$ cat config.mk
export PLATFORM = sky130hd
export DESIGN_NAME = ccff_stream_loader
export DESIGN_NICKNAME = d
export VERILOG_FILES = /design/src/rtl/ccff_stream_loader.sv
export SDC_FILE = /design/constraint.sdc
export NUM_CORES = 1
export LEC_CHECK = 0
export CAP_MARGIN = 20
export CORE_ASPECT_RATIO = 0.7
export CORE_UTILIZATION = 55
export DETAILED_ROUTE_END_ITERATION = 12
export PLACE_DENSITY = 0.79
export SLEW_MARGIN = 20
export SYNTH_ARGS = -nofsm -noshare
export SYNTH_HDL_FRONTEND = slang
export SYNTH_SLANG_ARGS = --single-unit
$ cat constraint.sdc
create_clock -name prog_clk -period 2.9 [get_ports prog_clk]
set_clock_uncertainty 0.1 [all_clocks]
set_input_delay 0.58 -clock prog_clk [delete_from_list [all_inputs] [get_ports prog_clk]]
set_output_delay 0.58 -clock prog_clk [all_outputs]
set_load 0.1 [all_outputs]
$ cat src/rtl/ccff_stream_loader.sv
// ---------------------------------------------------------------------------
// ccff_stream_loader
//
// Configuration-chain driver for the I/O grid tiles. Takes the bitstream as a
// byte stream over valid/ready, serialises it MSB-first onto ccff_head with a
// matching shift enable, counts exactly CHAIN_LEN bits and only then releases
// pad isolation. Any length mismatch parks the block in ERROR with the pads
// still isolated.
//
// Ports
//   prog_clk       in   programming clock, all state on its rising edge
//   pReset_n       in   asynchronous active-low reset
//   start          in   begin a load (honoured in IDLE, DONE, ERROR)
//   s_data[7:0]    in   bitstream byte, bit 7 shifted first
//   s_valid        in   s_data valid
//   s_last         in   final byte of the bitstream (qualified by s_valid)
//   s_ready        out  byte accepted on s_valid && s_ready
//   ccff_head      out  serial data to the chain
//   ccff_shift_en  out  chain captures ccff_head on this edge (clock gate)
//   IO_ISOL_N      out  0 = pads isolated
//   busy           out  high in LOAD
//   done           out  one-cycle pulse on entry to DONE
//   err            out  high in ERROR
//
// state | meaning
// ------+---------------------------------------------------------------
// IDLE  | after reset, waiting for start, pads isolated
// LOAD  | accepting bytes and shifting bits into the chain
// DONE  | exactly CHAIN_LEN bits loaded, pads released
// ERROR | bitstream too short or too long, pads isolated until start
// ---------------------------------------------------------------------------
module ccff_stream_loader #(
  parameter int CHAIN_LEN = 16,
  parameter int CNT_W     = $clog2(CHAIN_LEN + 1)
) (
  input  logic       prog_clk,
  input  logic       pReset_n,
  input  logic       start,
  input  logic [7:0] s_data,
  input  logic       s_valid,
  input  logic       s_last,
  output logic       s_ready,
  output logic       ccff_head,
  output logic       ccff_shift_en,
  output logic       IO_ISOL_N,
  output logic       busy,
  output logic       done,
  output logic       err
);

  // Accepted-bit tally needs headroom for one extra byte beyond CHAIN_LEN.
  localparam int              BW    = CNT_W + 4;
  localparam logic [BW-1:0]   LEN_B = BW'(CHAIN_LEN);
  localparam logic [CNT_W-1:0] LEN_C = CNT_W'(CHAIN_LEN);

  typedef enum logic [1:0] {
    ST_IDLE  = 2'd0,
    ST_LOAD  = 2'd1,
    ST_DONE  = 2'd2,
    ST_ERROR = 2'd3
  } state_t;

  state_t           r_state;
  state_t           w_next;

  logic [7:0]       r_byte;
  logic             r_full;
  logic [2:0]       r_idx;
  logic [2:0]       r_end;     // index of the last used bit of the held byte
  logic             r_last;    // held byte carried s_last
  logic [CNT_W-1:0] r_cnt;
  logic [BW-1:0]    r_base;    // 8 * bytes accepted so far
  logic             r_done;

  logic             w_load;
  logic             w_shift;
  logic             w_byte_end;
  logic [CNT_W-1:0] w_cnt_inc;
  logic             w_term;
  logic             w_ready;
  logic             w_accept;
  logic [BW-1:0]    w_avail;
  logic [BW-1:0]    w_rem;
  logic             w_short;
  logic             w_start_ok;

  assign w_load     = (r_state == ST_LOAD);
  assign w_shift    = w_load && r_full;
  assign w_byte_end = w_shift && (r_idx == r_end);
  assign w_cnt_inc  = r_cnt + 1'b1;
  assign w_term     = w_shift && (w_cnt_inc == LEN_C);

  // Refill in the same cycle the held byte's last used bit goes out, so a
  // continuously valid stream shifts without bubbles. Never accept on the
  // terminating shift: the load is over at that edge.
  assign w_ready    = w_load && (!r_full || w_byte_end) && !w_term;
  assign w_accept   = s_valid && w_ready;

  // A last byte is short if even all eight of its bits cannot reach CHAIN_LEN.
  assign w_avail    = r_base + BW'(8);
  assign w_short    = w_accept && s_last && (w_avail < LEN_B);

  // Bits of the last byte actually used, minus one; 0..7 whenever not short.
  assign w_rem      = LEN_B - r_base - BW'(1);

  assign w_start_ok = start && !w_load;

  // -------------------------------------------------------------------------
  // FSM
  // -------------------------------------------------------------------------
  always_ff @(posedge prog_clk or negedge pReset_n) begin
    if (!pReset_n) begin
      r_state <= ST_IDLE;
    end else begin
      r_state <= w_next;
    end
  end

  always_comb begin
    w_next = r_state;
    case (r_state)
      ST_IDLE, ST_DONE, ST_ERROR: begin
        if (start) begin
          w_next = ST_LOAD;
        end
      end
      ST_LOAD: begin
        if (w_term) begin
          w_next = r_last ? ST_DONE : ST_ERROR;
        end else if (w_short) begin
          w_next = ST_ERROR;
        end
      end
      default: w_next = ST_IDLE;
    endcase
  end

  // -------------------------------------------------------------------------
  // Byte register, bit index and counters
  // -------------------------------------------------------------------------
  always_ff @(posedge prog_clk or negedge pReset_n) begin
    if (!pReset_n) begin
      r_byte <= 8'd0;
      r_full <= 1'b0;
      r_idx  <= 3'd0;
      r_end  <= 3'd0;
      r_last <= 1'b0;
      r_cnt  <= '0;
      r_base <= '0;
      r_done <= 1'b0;
    end else begin
      r_done <= w_load && (w_next == ST_DONE);

      if (w_start_ok) begin
        r_byte <= 8'd0;
        r_full <= 1'b0;
        r_idx  <= 3'd0;
        r_end  <= 3'd0;
        r_last <= 1'b0;
        r_cnt  <= '0;
        r_base <= '0;
      end else if (w_load) begin
        if (w_shift) begin
          r_cnt <= w_cnt_inc;
        end

        if (w_next != ST_LOAD) begin
          // Leaving LOAD: drop the held byte so nothing more is shifted.
          r_full <= 1'b0;
        end else begin
          if (w_shift) begin
            r_idx <= r_idx + 3'd1;
            if (w_byte_end) begin
              r_full <= 1'b0;
            end
          end
          if (w_accept) begin
            r_byte <= s_data;
            r_full <= 1'b1;
            r_idx  <= 3'd0;
            r_last <= s_last;
            r_end  <= s_last ? w_rem[2:0] : 3'd7;
            r_base <= w_avail;
          end
        end
      end
    end
  end

  // -------------------------------------------------------------------------
  // Outputs
  // -------------------------------------------------------------------------
  assign s_ready       = w_ready;
  assign ccff_shift_en = w_shift;
  assign ccff_head     = w_shift & r_byte[3'd7 - r_idx];
  assign IO_ISOL_N     = (r_state == ST_DONE);
  assign busy          = w_load;
  assign err           = (r_state == ST_ERROR);
  assign done          = r_done;

endmodule

# Yosys cells after proc, flatten, opt, wreduce, memory -nomap -nowiden

Index checks and enable logic that the tools add are counted.

Bits in registers: 33
Bits in latches: 0
Memory bits (writable): 0
Memory bits (read-only): 0
Bits of input ports: 13
Output and inout port bits: 7
Logic and storage cells: 90
Memories kept: 0

Add/subtract/negate cells: 6
Multiply operators: 0
Divide/modulo/power cells: 0
$lt $le $gt $ge: 2
Equal/unequal tests: 8
Shift-type cells: 0
Muxes and demuxes: 38
Bitwise logic cells: 1
Reduce and logical (&&, ||, !) cells: 26

Operators with widths:

| kind                  | count |
|---|---|
| $mux W9               | 4 |
| $mux W8               | 4 |
| $mux W3               | 10 |
| $mux W5               | 3 |
| $mux W1               | 12 |
| $logic_and A1 B1 Y1   | 10 |
| $add A9 B4 Y9 const B | 1 |
| $lt A9 B5 Y1 const B  | 1 |
| $reduce_and A3 Y1     | 3 |
| $reduce_bool A4 Y1    | 2 |
| $eq A2 B2 Y1 const B  | 3 |
| $mux W2               | 3 |
| $reduce_bool A2 Y1    | 3 |
| $add A5 B1 Y5 const B | 1 |
| $eq A5 B5 Y1 const B  | 1 |
| $lt A3 B4 Y1 const B  | 1 |
| $pmux W2 S2           | 1 |
| $add A3 B1 Y3 const B | 1 |
| $bmux W1 S3           | 1 |
| $eq A3 B3 Y1          | 1 |
| $logic_not A1 Y1      | 3 |
| $reduce_bool A3 Y1    | 1 |
| $reduce_or A3 Y1      | 1 |
| $sub A1 B3 Y3 const A | 1 |
| 9 further kinds       | 9 |

# Logic depth before layout (Yosys ltp)

Depth after elaboration: 16
Depth in mapped cells: 12

# Worst setup path after synthesis

Ideal clock, no wire load.

Kind: reg2out
Start point: register r_state[1]
End point: output port ccff_head
Arrival time: 2,485 ps
Required time: 2,220 ps
Setup slack: -265 ps
Cell stages (with the launch flop): 6
Cell sequence: dfrtp_1 nand2b_1 buf_6 inv_4 nand2_4 a21oi_1

Word-level cells in the longest chain between the ends: 3

Ends and longest elaborated chain:

| element                  | line | source |
|---|---|---|
| start: declaration       | 63   | `state_t r_state;` |
| start signal: assignment | 115  | `r_state <= w_next;` |
| $eq A2 B1 Y1             | 87   | `assign w_load = (r_state == ST_LOAD);` |
| via busy                 | 46   | `output logic busy,` |
| $logic_and A1 B1 Y1      | 88   | `assign w_shift = w_load && r_full;` |
| $and A1 B1 Y1            | 195  | `assign ccff_head = w_shift & r_byte[3'd7 - r_idx];` |
| end: declaration         | 43   | `output logic ccff_head,` |

The timed path passes the listed nets, and every way through them passes these cells.

# Worst setup path after layout

Start point: register r_cnt[0]
End point: output port s_ready

Word-level cells in the longest chain between the ends: 5

Ends and longest elaborated chain:

| element                  | line | source |
|---|---|---|
| start: declaration       | 71   | `logic [CNT_W-1:0] r_cnt;` |
| start signal: assignment | 164  | `r_cnt <= w_cnt_inc;` |
| $add A5 B1 Y5            | 90   | `assign w_cnt_inc = r_cnt + 1'b1;` |
| $eq A5 B5 Y1             | 91   | `assign w_term = w_shift && (w_cnt_inc == LEN_C);` |
| $logic_and A1 B1 Y1      | 91   |  |
| $logic_not A1 Y1         | 96   | `assign w_ready = w_load && (!r_full \|\| w_byte_end) && !w_term;` |
| $logic_and A1 B1 Y1      | 96   |  |
| end: declaration         | 42   | `output logic s_ready,` |

Every way passes these cells.

==> results.py <==
metrics = {
    "cts": {
        "cts.clk_slew.worst_paths_ps": 90,
        "cts_buffer_depth": 2,
        "cts_tree": "yes",
        "htreeDepth": 1,
        "numClockSinks": 28,
        "cts_root_buf": "clkbuf_8",
        "cts_buffers": 3,
        "insertion_delay_ps": 270,
        "cts_hold_buf": 0,
        "cts_setup_buffers": 0,
        "ctsResizeCount": 0,
    },
    "power_and_ir_drop": {
        "peakVddDrop_v": 0.000812,
        "seqPwrFrac_pct": 33.7,
        "p_switching_uw": 1040,
        "comb_power_share_pct": 55.2,
        "p_leak_uw": 0.000861,
        "internal_power_uw": 1130,
        "swShare_pct": 47.9,
        "clock_power_share_pct": 11.1,
        "power_density_mw_per_mm2": 1160,
    },
    "synth": {
        "synth_seq_area_share_pct": 43.6,
        "async_flop_share_pct": 100,
        "netlist.area_leader.share_pct": 43.6,
        "syn_inst": 148,
        "synth_edf_count": 0,
        "synth_cell_type_count": 44,
        "synth_nets": 165,
        "synth-seq-cells": 28,
        "ys.warnings.count": 0,
        "synth_top_area_cell": "dfrtp_1",
        "syn-cell-area_mm2": 0.00161,
        "synth_area_per_cell_um2": 10.9,
        "synth_ff_type": "dfrtp_1",
        "synth_area_leaders": "dfrtp_1 (44%), a22o_1 (6.5%), mux4_1 (3.3%)",
    },
    "critical_path": {
        "critPathMaxFanout": 7,
        "cp-end-kind": "output pin",
        "cp-start-kind": "flop",
        "slowest_delay_ps": 450,
        "path_class": "flop to output pin",
        "path_cells": "ha_1 > nor4b_2 > nor2_1 > o211ai_4 > nand2_1 > buf_12",
        "cp_slowest_cell": "dfrtp_1",
        "crit_arrival_ps": 2000,
        "cp.required_ps": 2220,
    },
    "run_status": {
        "outcome": "complete, no violations",
    },
    "sta": {
        "tns_ps": 0,
        "fin_crit_sh_pct": 92.4,
        "rsz0062_at_grt": "no",
        "worstMarginPinSlew_ps": 552,
        "timing.slew.headroom_pct": 63.2,
        "slew_violations": 0,
        "setup_viol": 0,
        "min_period_ps": 2680,
        "fmax_mhz": 373,
        "hold_viol": 0,
    },
    "detailed_routing": {
        "via_count": 1245,
        "postRouteAntennaNets": 0,
        "first_pass_iters": 4,
        "drt_iter0_drc": 84,
        "wl_per_cell_um": 16.6,
        "wl_um": 3350,
        "route.detailed.vias_per_inst": 6.16,
        "drc_errors": 0,
    },
    "floorplanning": {
        "core_mm2": 0.00261,
        "io_pins": 20,
        "dieArea_mm2": 0.00315,
        "die_w_um": 66.6,
        "die_h_um": 47.2,
        "start_util_pct": 61.6,
        "rows": 15,
    },
    "global_route": {
        "grt_use_total_pct": 23.5,
        "grt_max_degree": 29,
        "grtUsageMet3_pct": 6.31,
        "antenna_found_initial": 0,
        "grt_pass1_wl_um": 5320,
        "gr-usage-met1_pct": 33.6,
        "top_usage_layer": "met2",
        "use_met2_pct": 36.4,
        "grt_pass1_vias": 1113,
        "gr-total-overflow": 0,
    },
    "placement": {
        "hpwl_um": 2430,
        "place.gp.congestion": 0.910,
        "io_buffers": 19,
        "placedCellCount": 198,
    },
    "finish": {
        "area_growth_pct": 16.1,
        "drive_above_1_share_pct": 17.3,
        "layout.cells.non_filler": 202,
        "final_nets": 186,
        "num_antenna_cells": 0,
    },
    "run": {
        "maxCapViolations": 0,
    },
    "min_path": {
        "hold_class": "flop to flop",
    },
}
-- layer usage --
layer	share of wire, %	vias up
met3	4.7	4
li1	-	593
met1	49	603
met5	0	-
met4	0.66	0
met2	46	45
-- path summary, 6_finish.rpt --
path	startpoint	end	slack [ps]	cells after the start
setup / recovery	r_cnt[0]	s_ready	220	6
hold / removal	r_byte[2]	r_byte[2]	410	1
setup reg to reg	r_cnt[0]	r_base[7]	340	7
hold reg to reg	r_byte[2]	r_byte[2]	410	1
max in group asynchronous	pReset_n	r_idx[0]	1850	2
min in group asynchronous	pReset_n	r_state[0]	570	2
-- cell usage in the layout (no fill, tap or decap), types with 2 or more instances in the layout --
| cell | n |
|---|---|
| nor2b_1 | 2 |
| and2_1 | 4 |
| inv_1 | 3 |
| clkbuf_8 | 4 |
| nand2_1 | 12 |
| o21ba_1 | 2 |
| a22o_1 | 12 |
| inv_4 | 2 |
| dfrtp_1 | 28 |
| a21oi_4 | 2 |
| a211o_1 | 2 |
| nand2_4 | 2 |
| and3_1 | 2 |
| a21oi_1 | 7 |
| buf_4 | 8 |
| nand2b_1 | 2 |
| mux4_1 | 2 |
| ha_1 | 4 |
| nor2_1 | 10 |
| xor2_1 | 3 |
| a21oi_2 | 2 |
| nand3_1 | 6 |
| o21ai_0 | 8 |
| nand4_1 | 5 |
| a21o_1 | 2 |
| clkdlybuf4s50_1 | 12 |
-- critical path, delay by kind of cell (launching register included) --
family / cells / cell delay (ps)
simple gates: 3 / 630
flops: 1 / 450
fa+ha+maj: 1 / 330
buf+inv: 1 / 190
compound gates: 1 / 130
-- per-stage QoR --
step                      power, µW  area, µm²  util (%)  hold slack, ps  worst slack (ps)
after floorplan                1660       1610         -             184               333
after global placement         1860       1810      69.2             375               462
after detailed placement       1910       1810      69.2             380               283
after CTS                      2160       1860      71.3             408               132
after global routing           2280       1870      71.6             415               140
final                          2160       1870      71.6             405               219
-- Yosys cell counts (2+ instances only) --
cell / number
and3_1: 2
dfrtp_1: 28
nand4_1: 5
a21o_1: 2
a211o_1: 2
buf_6: 4
ha_1: 4
nor2_1: 10
and2_1: 4
nand3_1: 6
a22o_1: 12
nand2_4: 2
mux4_1: 2
inv_1: 3
nor2b_1: 2
nand2_1: 12
inv_4: 2
o21ba_1: 2
a21oi_4: 2
o21ai_0: 8
a21oi_1: 8
xor2_1: 3
nand2b_1: 2
-- flip-flops by register name (all words and copies together) (netlist names) --
name	flops
done	1
r_base	6
r_byte	8
r_cnt	5
r_end	1
r_full	1
r_idx	3
r_last	1
r_state	2
-- power groups by stage --
stage	combinational [µW]	clock (µW)	sequential [µW]
finish	1190	240	729
global route	1270	259	751
CTS	1190	250	720
detailed placement	1180	0	725
global placement	1150	0	713
floorplan	989	0	669
-- final cells by class --
type	count	area (µm²)
inverters	5	23.8
clock buffers	4	55.1
repair buffers	21	200
flip-flops and latches	28	701
fillers	180	742
well taps	34	42.5
multi-input cells	110	845
-- cells by family after synthesis --
logic type	count (synthesis)	share of synthesized area, %
compound gates	46	23.4
xor+xnor	4	2.18
fa+ha+maj	4	3.11
buf+inv	10	4.51
flops	28	43.6
mux	3	3.97
simple gates	53	19.2
(Power assumes the default switching activity.)
